--- config.mk ---
export PLATFORM = sky130hd
export DESIGN_NAME = microondas_controle
export DESIGN_NICKNAME = d
export VERILOG_FILES = /design/src/rtl/microondas_controle.sv
export SDC_FILE = /design/constraint.sdc
export NUM_CORES = 1
export LEC_CHECK = 0
export BUFFER_PORTS_ARGS = -buffer_cell sky130_fd_sc_hd__buf_2
export CORE_UTILIZATION = 45
export CTS_CLUSTER_SIZE = 24
export DETAILED_ROUTE_END_ITERATION = 7
export PLACE_DENSITY = 0.7
export SYNTH_ARGS = -nofsm -noshare
export SYNTH_HDL_FRONTEND = slang
export SYNTH_SLANG_ARGS = --single-unit
--- constraint.sdc ---
create_clock -name Hz_100_clock -period 3.75 [get_ports Hz_100_clock]
set_input_delay 0.5625 -clock Hz_100_clock [delete_from_list [all_inputs] [get_ports Hz_100_clock]]
set_output_delay 0.5625 -clock Hz_100_clock [all_outputs]
set_load 0.1 [all_outputs]
--- src/rtl/microondas_controle.sv ---
// Microwave sequencing controller: assembles the M:SS cook time from keypad
// digits and runs the cook / pause / done sequence with registered outputs.
//
// state     | meaning
// S_IDLE    | keypad enabled, digits loadable, magnetron off
// S_COOKING | magnetron on, time counts down one BCD second per tick
// S_PAUSED  | magnetron off, time frozen, waiting for start or stop
// S_DONE    | cook finished, done held for DONE_SECONDS ticks
module microondas_controle #(
  parameter int DONE_SECONDS = 3
) (
  input  logic       Hz_100_clock,
  input  logic       resetn,
  input  logic [3:0] D,
  input  logic       loadn,
  input  logic       pgt_1Hz,
  input  logic       startn,
  input  logic       stopn,
  input  logic       door_closed,
  output logic       enablen,
  output logic [3:0] sec_units,
  output logic [3:0] sec_tens,
  output logic [3:0] min_units,
  output logic       magnetron_on,
  output logic       done
);

  typedef enum logic [1:0] {S_IDLE, S_COOKING, S_PAUSED, S_DONE} state_t;

  state_t     state;
  logic       loadn_q, pgt_q, startn_q, stopn_q;
  logic [3:0] dwell_cnt;

  logic       key_press, tick, start_edge, stop_edge;
  logic       time_zero, last_sec;
  logic [3:0] dec_units, dec_tens, dec_min;

  assign key_press  = loadn_q & ~loadn;
  assign tick       = ~pgt_q & pgt_1Hz;
  assign start_edge = startn_q & ~startn;
  assign stop_edge  = stopn_q & ~stopn;

  assign time_zero = (min_units == 4'd0) && (sec_tens == 4'd0) && (sec_units == 4'd0);
  assign last_sec  = (min_units == 4'd0) && (sec_tens == 4'd0) && (sec_units == 4'd1);

  // BCD down-count; a tens digit above 5 simply decrements like any other
  always_comb begin
    dec_units = sec_units - 4'd1;
    dec_tens  = sec_tens;
    dec_min   = min_units;
    if (sec_units == 4'd0) begin
      dec_units = 4'd9;
      dec_tens  = sec_tens - 4'd1;
      if (sec_tens == 4'd0) begin
        dec_tens = 4'd5;
        dec_min  = min_units - 4'd1;
      end
    end
  end

  always_ff @(posedge Hz_100_clock or negedge resetn) begin
    if (!resetn) begin
      state        <= S_IDLE;
      loadn_q      <= 1'b1;
      pgt_q        <= 1'b0;
      startn_q     <= 1'b1;
      stopn_q      <= 1'b1;
      dwell_cnt    <= 4'd0;
      sec_units    <= 4'd0;
      sec_tens     <= 4'd0;
      min_units    <= 4'd0;
      enablen      <= 1'b0;
      magnetron_on <= 1'b0;
      done         <= 1'b0;
    end else begin
      loadn_q  <= loadn;
      pgt_q    <= pgt_1Hz;
      startn_q <= startn;
      stopn_q  <= stopn;

      case (state)
        S_IDLE: begin
          if (key_press && (D <= 4'd9)) begin
            min_units <= sec_tens;
            sec_tens  <= sec_units;
            sec_units <= D;
          end
          // start decision uses the time as it was before any same-cycle shift
          if (stop_edge) begin
            min_units <= 4'd0;
            sec_tens  <= 4'd0;
            sec_units <= 4'd0;
          end else if (start_edge && door_closed && !time_zero) begin
            state        <= S_COOKING;
            enablen      <= 1'b1;
            magnetron_on <= 1'b1;
          end
        end

        S_COOKING: begin
          if (stop_edge || !door_closed) begin
            state        <= S_PAUSED;
            magnetron_on <= 1'b0;
          end else if (tick) begin
            min_units <= dec_min;
            sec_tens  <= dec_tens;
            sec_units <= dec_units;
            if (last_sec) begin
              state        <= S_DONE;
              magnetron_on <= 1'b0;
              done         <= 1'b1;
              dwell_cnt    <= 4'(DONE_SECONDS);
            end
          end
        end

        S_PAUSED: begin
          if (stop_edge) begin
            state     <= S_IDLE;
            enablen   <= 1'b0;
            min_units <= 4'd0;
            sec_tens  <= 4'd0;
            sec_units <= 4'd0;
          end else if (start_edge && door_closed) begin
            state        <= S_COOKING;
            magnetron_on <= 1'b1;
          end
        end

        S_DONE: begin
          if (stop_edge || (tick && (dwell_cnt == 4'd1))) begin
            state     <= S_IDLE;
            enablen   <= 1'b0;
            done      <= 1'b0;
            dwell_cnt <= 4'd0;
          end else if (tick) begin
            dwell_cnt <= dwell_cnt - 4'd1;
          end
        end

        default: begin
          state        <= S_IDLE;
          enablen      <= 1'b0;
          magnetron_on <= 1'b0;
          done         <= 1'b0;
        end
      endcase
    end
  end

endmodule

==> Word level (Yosys, flattened, before mapping) <==
Index checks and enable logic that the tools add are counted.
{ "word_totals": {"reg_bits": 25, "latch_bits": 0, "ram_bits": 0, "rom_bits": 0, "in_bits": 11, "word_cells": 123, "memories": 0} }
{ "classes": {"add_sub_neg": 4, "mul": 0, "div": 0, "order_cmp": 1, "n_eq_ne": 21, "shift": 0, "mux": 51, "bitwise_logic": 8, "reduce_logical": 26} }
{ "ops": {"columns": ["cell", "count"], "rows": [
  ["$mux 4", 23],
  ["$pmux 4 s3", 3],
  ["$ne 2x2->1 const B", 11],
  ["$reduce_and 5->1", 4],
  ["$mux 2", 8],
  ["$sub 4x1->4 const B", 4],
  ["$ne 3x3->1 const B", 5],
  ["$reduce_and 7->1", 2],
  ["$logic_not 4->1", 3],
  ["$mux 1", 12],
  ["$reduce_and 6->1", 2],
  ["$eq 4x1->1 const B", 2],
  ["$pmux 2 s4", 1],
  ["$pmux 4 s2", 1],
  ["$logic_and 1x1->1", 7],
  ["$pmux 1 s3", 2],
  ["$reduce_bool 3->1", 2],
  ["$and 1x1->1", 4],
  ["$eq 2x2->1 const B", 2],
  ["$le 4x4->1 const B", 1],
  ["$not 1->1", 4],
  ["$eq 2x1->1 const B", 1],
  ["$logic_not 1->1", 2],
  ["$logic_not 2->1", 1],
  ["other kinds (3)", 4]
]} }

==> Longest topological paths before layout <==
{ "logic_depth": {"word_depth": 8, "ltp_mapped": 9} }

==> Worst setup path before layout <==
No wires, ideal clock.
{ "synth_path": {"path_kind": "flip-flop to flip-flop", "start": "register sec_units[0]", "end": "register magnetron_on", "arrival_time_ns": 2.599, "setup_slack_ns": 1.026, "stages_incl_launch_ff": 8, "path_buffers": 0, "period_less_slack_ns": 2.724, "cell_sequence": "dfrtp_1 -> inv_1 -> ha_1 -> nor3b_4 -> and3_1 -> o21a_1 -> a211oi_1 -> mux2_2"} }
{ "synth_between": {"elab_chain_len": 6} }
{ "synth_lines": {"columns": ["item", "line_no", "text"], "rows": [
  ["start, declared", "21", "output logic [3:0] sec_units,"],
  ["start signal, assigned", "107", "sec_units <= dec_units;"],
  ["$logic_not 4->1", "43", "assign time_zero = (min_units == 4'd0) && (sec_tens == 4'd0) && (sec_units == 4'd0);"],
  ["$logic_and 1x1->1", "43", null],
  ["$logic_not 1->1", "93", "end else if (start_edge && door_closed && !time_zero) begin"],
  ["$logic_and 1x1->1", "93", null],
  ["$ne 2x2->1 (no source line)", null, null],
  ["$reduce_and 7->1 (no source line) *", null, null],
  ["end signal, assigned", "96", "magnetron_on <= 1'b1;"],
  ["end signal, assigned", "103", "magnetron_on <= 1'b0;"],
  ["end signal, assigned", "110", "magnetron_on <= 1'b0;"],
  ["end, declared", "24", "output logic magnetron_on,"]
]} }
Every way passes the cells marked *; elsewhere a longest branch is shown, timed or not.
A chain may end at the register's enable or synchronous reset.

==> Worst setup path after layout <==
{ "layout_path": {"start": "register sec_tens[0]", "end": "register dwell_cnt[1]"} }
{ "layout_between": {"elab_chain_len": 5} }
{ "layout_lines": {"columns": ["item", "line_no", "text"], "rows": [
  ["start, declared", "22", "output logic [3:0] sec_tens,"],
  ["start signal, assigned", "85", "sec_tens <= sec_units;"],
  ["start signal, assigned", "106", "sec_tens <= dec_tens;"],
  ["$logic_not 4->1", "44", "assign last_sec = (min_units == 4'd0) && (sec_tens == 4'd0) && (sec_units == 4'd1);"],
  ["$logic_and 1x1->1 (2 in series)", "44", null],
  ["$ne 2x2->1 (no source line)", null, null],
  ["$reduce_and 5->1 (no source line)", null, null],
  ["end signal, assigned", "112", "dwell_cnt <= 4'(DONE_SECONDS);"],
  ["end signal, assigned", "137", "dwell_cnt <= dwell_cnt - 4'd1;"],
  ["end, declared", "32", "logic [3:0] dwell_cnt;"]
]} }
No other way between the ends.

==> impl_results.md <==
- Status: finished clean
- Vias in the first global route: 1327
- Largest net degree at the start of global routing: 26
- Die X: 62.9 um
- # Post-CTS Setup Buffers: 0
- Synth cell types: 52
- Die ar.: 3960 sq um
- CP endpoint kind: register
- Initial DRC count: 70
- Mapped Cells: 174
- Highest Clock Rate: 0.411 GHz
- CP required: 3.92 ns
- EDFF count, synth: 0
- Final Cycle Share: 64.8%
- Ys async rst share: 100%
- TritonCTS clock tree: built
- Hold Vio Cnt, Final: 0
- WHS: 0.268 ns
- Synth area leaders: dfrtp_1, ha_1, dfstp_2
- WP data arrival: 2.60 ns
- Avg Vias per Cell: 6.02
- DRC errors left: 0
- Critical Path Fanout Max: 7
- Setup violators final: 0
- Clk pin slew, worst setup/hold paths: 0.09 ns
- Slew Viols, Final: 0
- Maxcap violations: 0
- Critical path class: register to register
- Mapped Area: 1670 sq um
- Clock sinks: 25
- Startpoint types: register
- Post-synth top area share: 33.0%
- Dpl cells: 237
- Global route overflow: 0
- Initial antenna violation count: 0
- Clock root cell: clkbuf_8
- Drt pass-1 iters: 4
- Final ANT Viol Nets: 0
- Worst-Margin Slew: 0.994 ns
- CTS H-Tree Depth: 1
- Hold buffer count at CTS: 0
- Minimum clock period: 2.43 ns
- Core Rows: 21
- WL final: 3.79 mm
- Cell Count, Final, Fillers Out: 241
- Detailed placement HPWL: 2.79 mm
- Ant. Diodes: 0
- Routed length per instance: 15.7 um
- First-pass GRT wire length: 6.13 mm
- Core box area: 3440 sq um
- I/O pins: 26
- Yosys top cell by area: dfrtp_1
- Fillers: 312
- Syn_area_per_cell: 9.59 sq um
- TritonCTS buffer count: 3
- Synth Warn #: 0
- Slew Limit Headroom: 33.6%
- Total Routing Usage GR: 19.6%
- RSZ-0062 raised after global routing: no
- Main synth FF type: dfrtp_1
- Vias post-DR: 1451
- RePlAce Congestion: 0.797
- Port-buffer cells: 25
- Post-cts sizing count: 0
- Post-Syn Nets: 197
- Layout Nets: 219
- Layout cells sized above 1: 19.5%
- Die Ht: 62.9 um
- Starting density of the core: 48.5%
- Setup TNS: 0 ns
- Worst-Skew Late Latency: 0.28 ns
- Worst min-delay path class: input port to asynchronous set/reset pin
- Register area share after synthesis: 37.7%
- P&R area growth vs syn: 10.8%
- Synthesis-stage register bit count: 25
- Clk buf depth: 2
- Worst Skew: 0.00478 ns
-- cells by family after synthesis --
kind of cell | Yosys count | synth area share [%]
mux | 8 | 5.02
fa+ha+maj | 12 | 9.00
compound gates | 59 | 24.9
simple gates | 50 | 17.8
flops | 25 | 37.7
buf+inv | 20 | 5.62
-- placed cells by master (no fill, tap or decap), drive strengths merged, types with 2 or more instances in the layout --
cell type	instances
clkbuf	4
nand4b	2
nor2b	3
nor3b	4
a22o	3
nand2	6
mux2i	5
dfrtp	22
a21oi	15
o2bb2ai	2
inv	11
nor4b	2
nand2b	3
a211o	2
ha	12
a21o	2
o31ai	6
dfstp	3
a211oi	5
nor3	5
nand3	4
o41ai	2
o21a	3
o21ai	9
nor2	10
or2	2
buf	25
and3	2
or3	2
mux2	3
-- cell usage after synthesis, types with 2 or more instances --
cell type / instances
a22o_1: 3
nor3b_1: 2
o21a_1: 3
a211o_1: 2
o21ai_0: 8
mux2_1: 2
clkbuf_1: 4
mux2i_1: 5
or3_1: 2
buf_6: 2
nor3_1: 5
o31ai_1: 6
nand2b_1: 3
nor4b_1: 2
buf_2: 2
nand4b_1: 2
nand2_1: 6
dfstp_2: 3
a21oi_1: 15
o41ai_1: 2
o2bb2ai_1: 2
dfrtp_1: 22
nor2b_1: 3
inv_1: 11
nand3_1: 4
ha_1: 12
or2_1: 2
a211oi_1: 5
and3_1: 2
nor2_1: 10
-- through the flow --
step / cell area, sq um / setup slack [ns] / utilization [%]
6_report: 1850 / 1.32 / 53.7
5_1_grt: 1850 / 1.16 / 53.7
4_1_cts: 1850 / 1.32 / 53.7
3_5_place_dp: 1800 / 1.28 / 52.4
3_3_place_gp: 1800 / 1.33 / 52.4
2_1_floorplan: 1670 / 1.03 / -
-- sequential cells by signal (all words and copies together), names as in the netlist --
signal	count
magnetron_on	1
done	1
sec_tens	4
loadn_q	1
min_units	4
stopn_q	1
sec_units	4
state	2
dwell_cnt	4
startn_q	1
pgt_q	1
enablen	1
-- worst max-delay path, cell delays in order (launching register included) --
cell,delay [ns]
dfrtp_1,0.42
inv_1,0.14
ha_1,0.18
nor3b_2,0.42
nand4_1,0.35
a2bb2oi_1,0.27
nand2b_1,0.22
mux2_1,0.32
-- cell type report --
cell class | count | area [sq um] | area share [%]
Multi-Input combinational cell | 129 | 946 | 51.2
Sequential cell | 25 | 629 | 34.0
Timing Repair Buffer | 25 | 125 | 6.77
Tap cell | 46 | 57.6 | 3.11
Inverter | 12 | 46.3 | 2.50
Clock buffer | 4 | 45.0 | 2.44
-- routing by layer --
| layer | GRT usage (%) | routed length, um | share of wire, % |
|---|---|---|---|
| met3 | 2.37 | 197 | 5.2 |
| met5 | 0 | 0 | 0 |
| met4 | 7.85 | 59 | 1.6 |
| met2 | 30.8 | 1750 | 46 |
| met1 | 27.1 | 1780 | 47 |
-- path summary, 6_finish.rpt --
path	from	to	slack [ns]	depth (start not counted)
max reg2reg	sec_tens[0]	dwell_cnt[1]	1.32	7
max	sec_tens[0]	dwell_cnt[1]	1.32	7
min reg2reg	dwell_cnt[3]	dwell_cnt[3]	0.49	1
max in group asynchronous	resetn	startn_q	3.10	1
min in group Hz_100_clock	stopn	stopn_q	0.38	1
min	resetn	min_units[3]	0.27	1
Power is left out: the tool's default activity adds up to more than one toggle a clock period on the data nets, which glitch-free logic cannot reach.
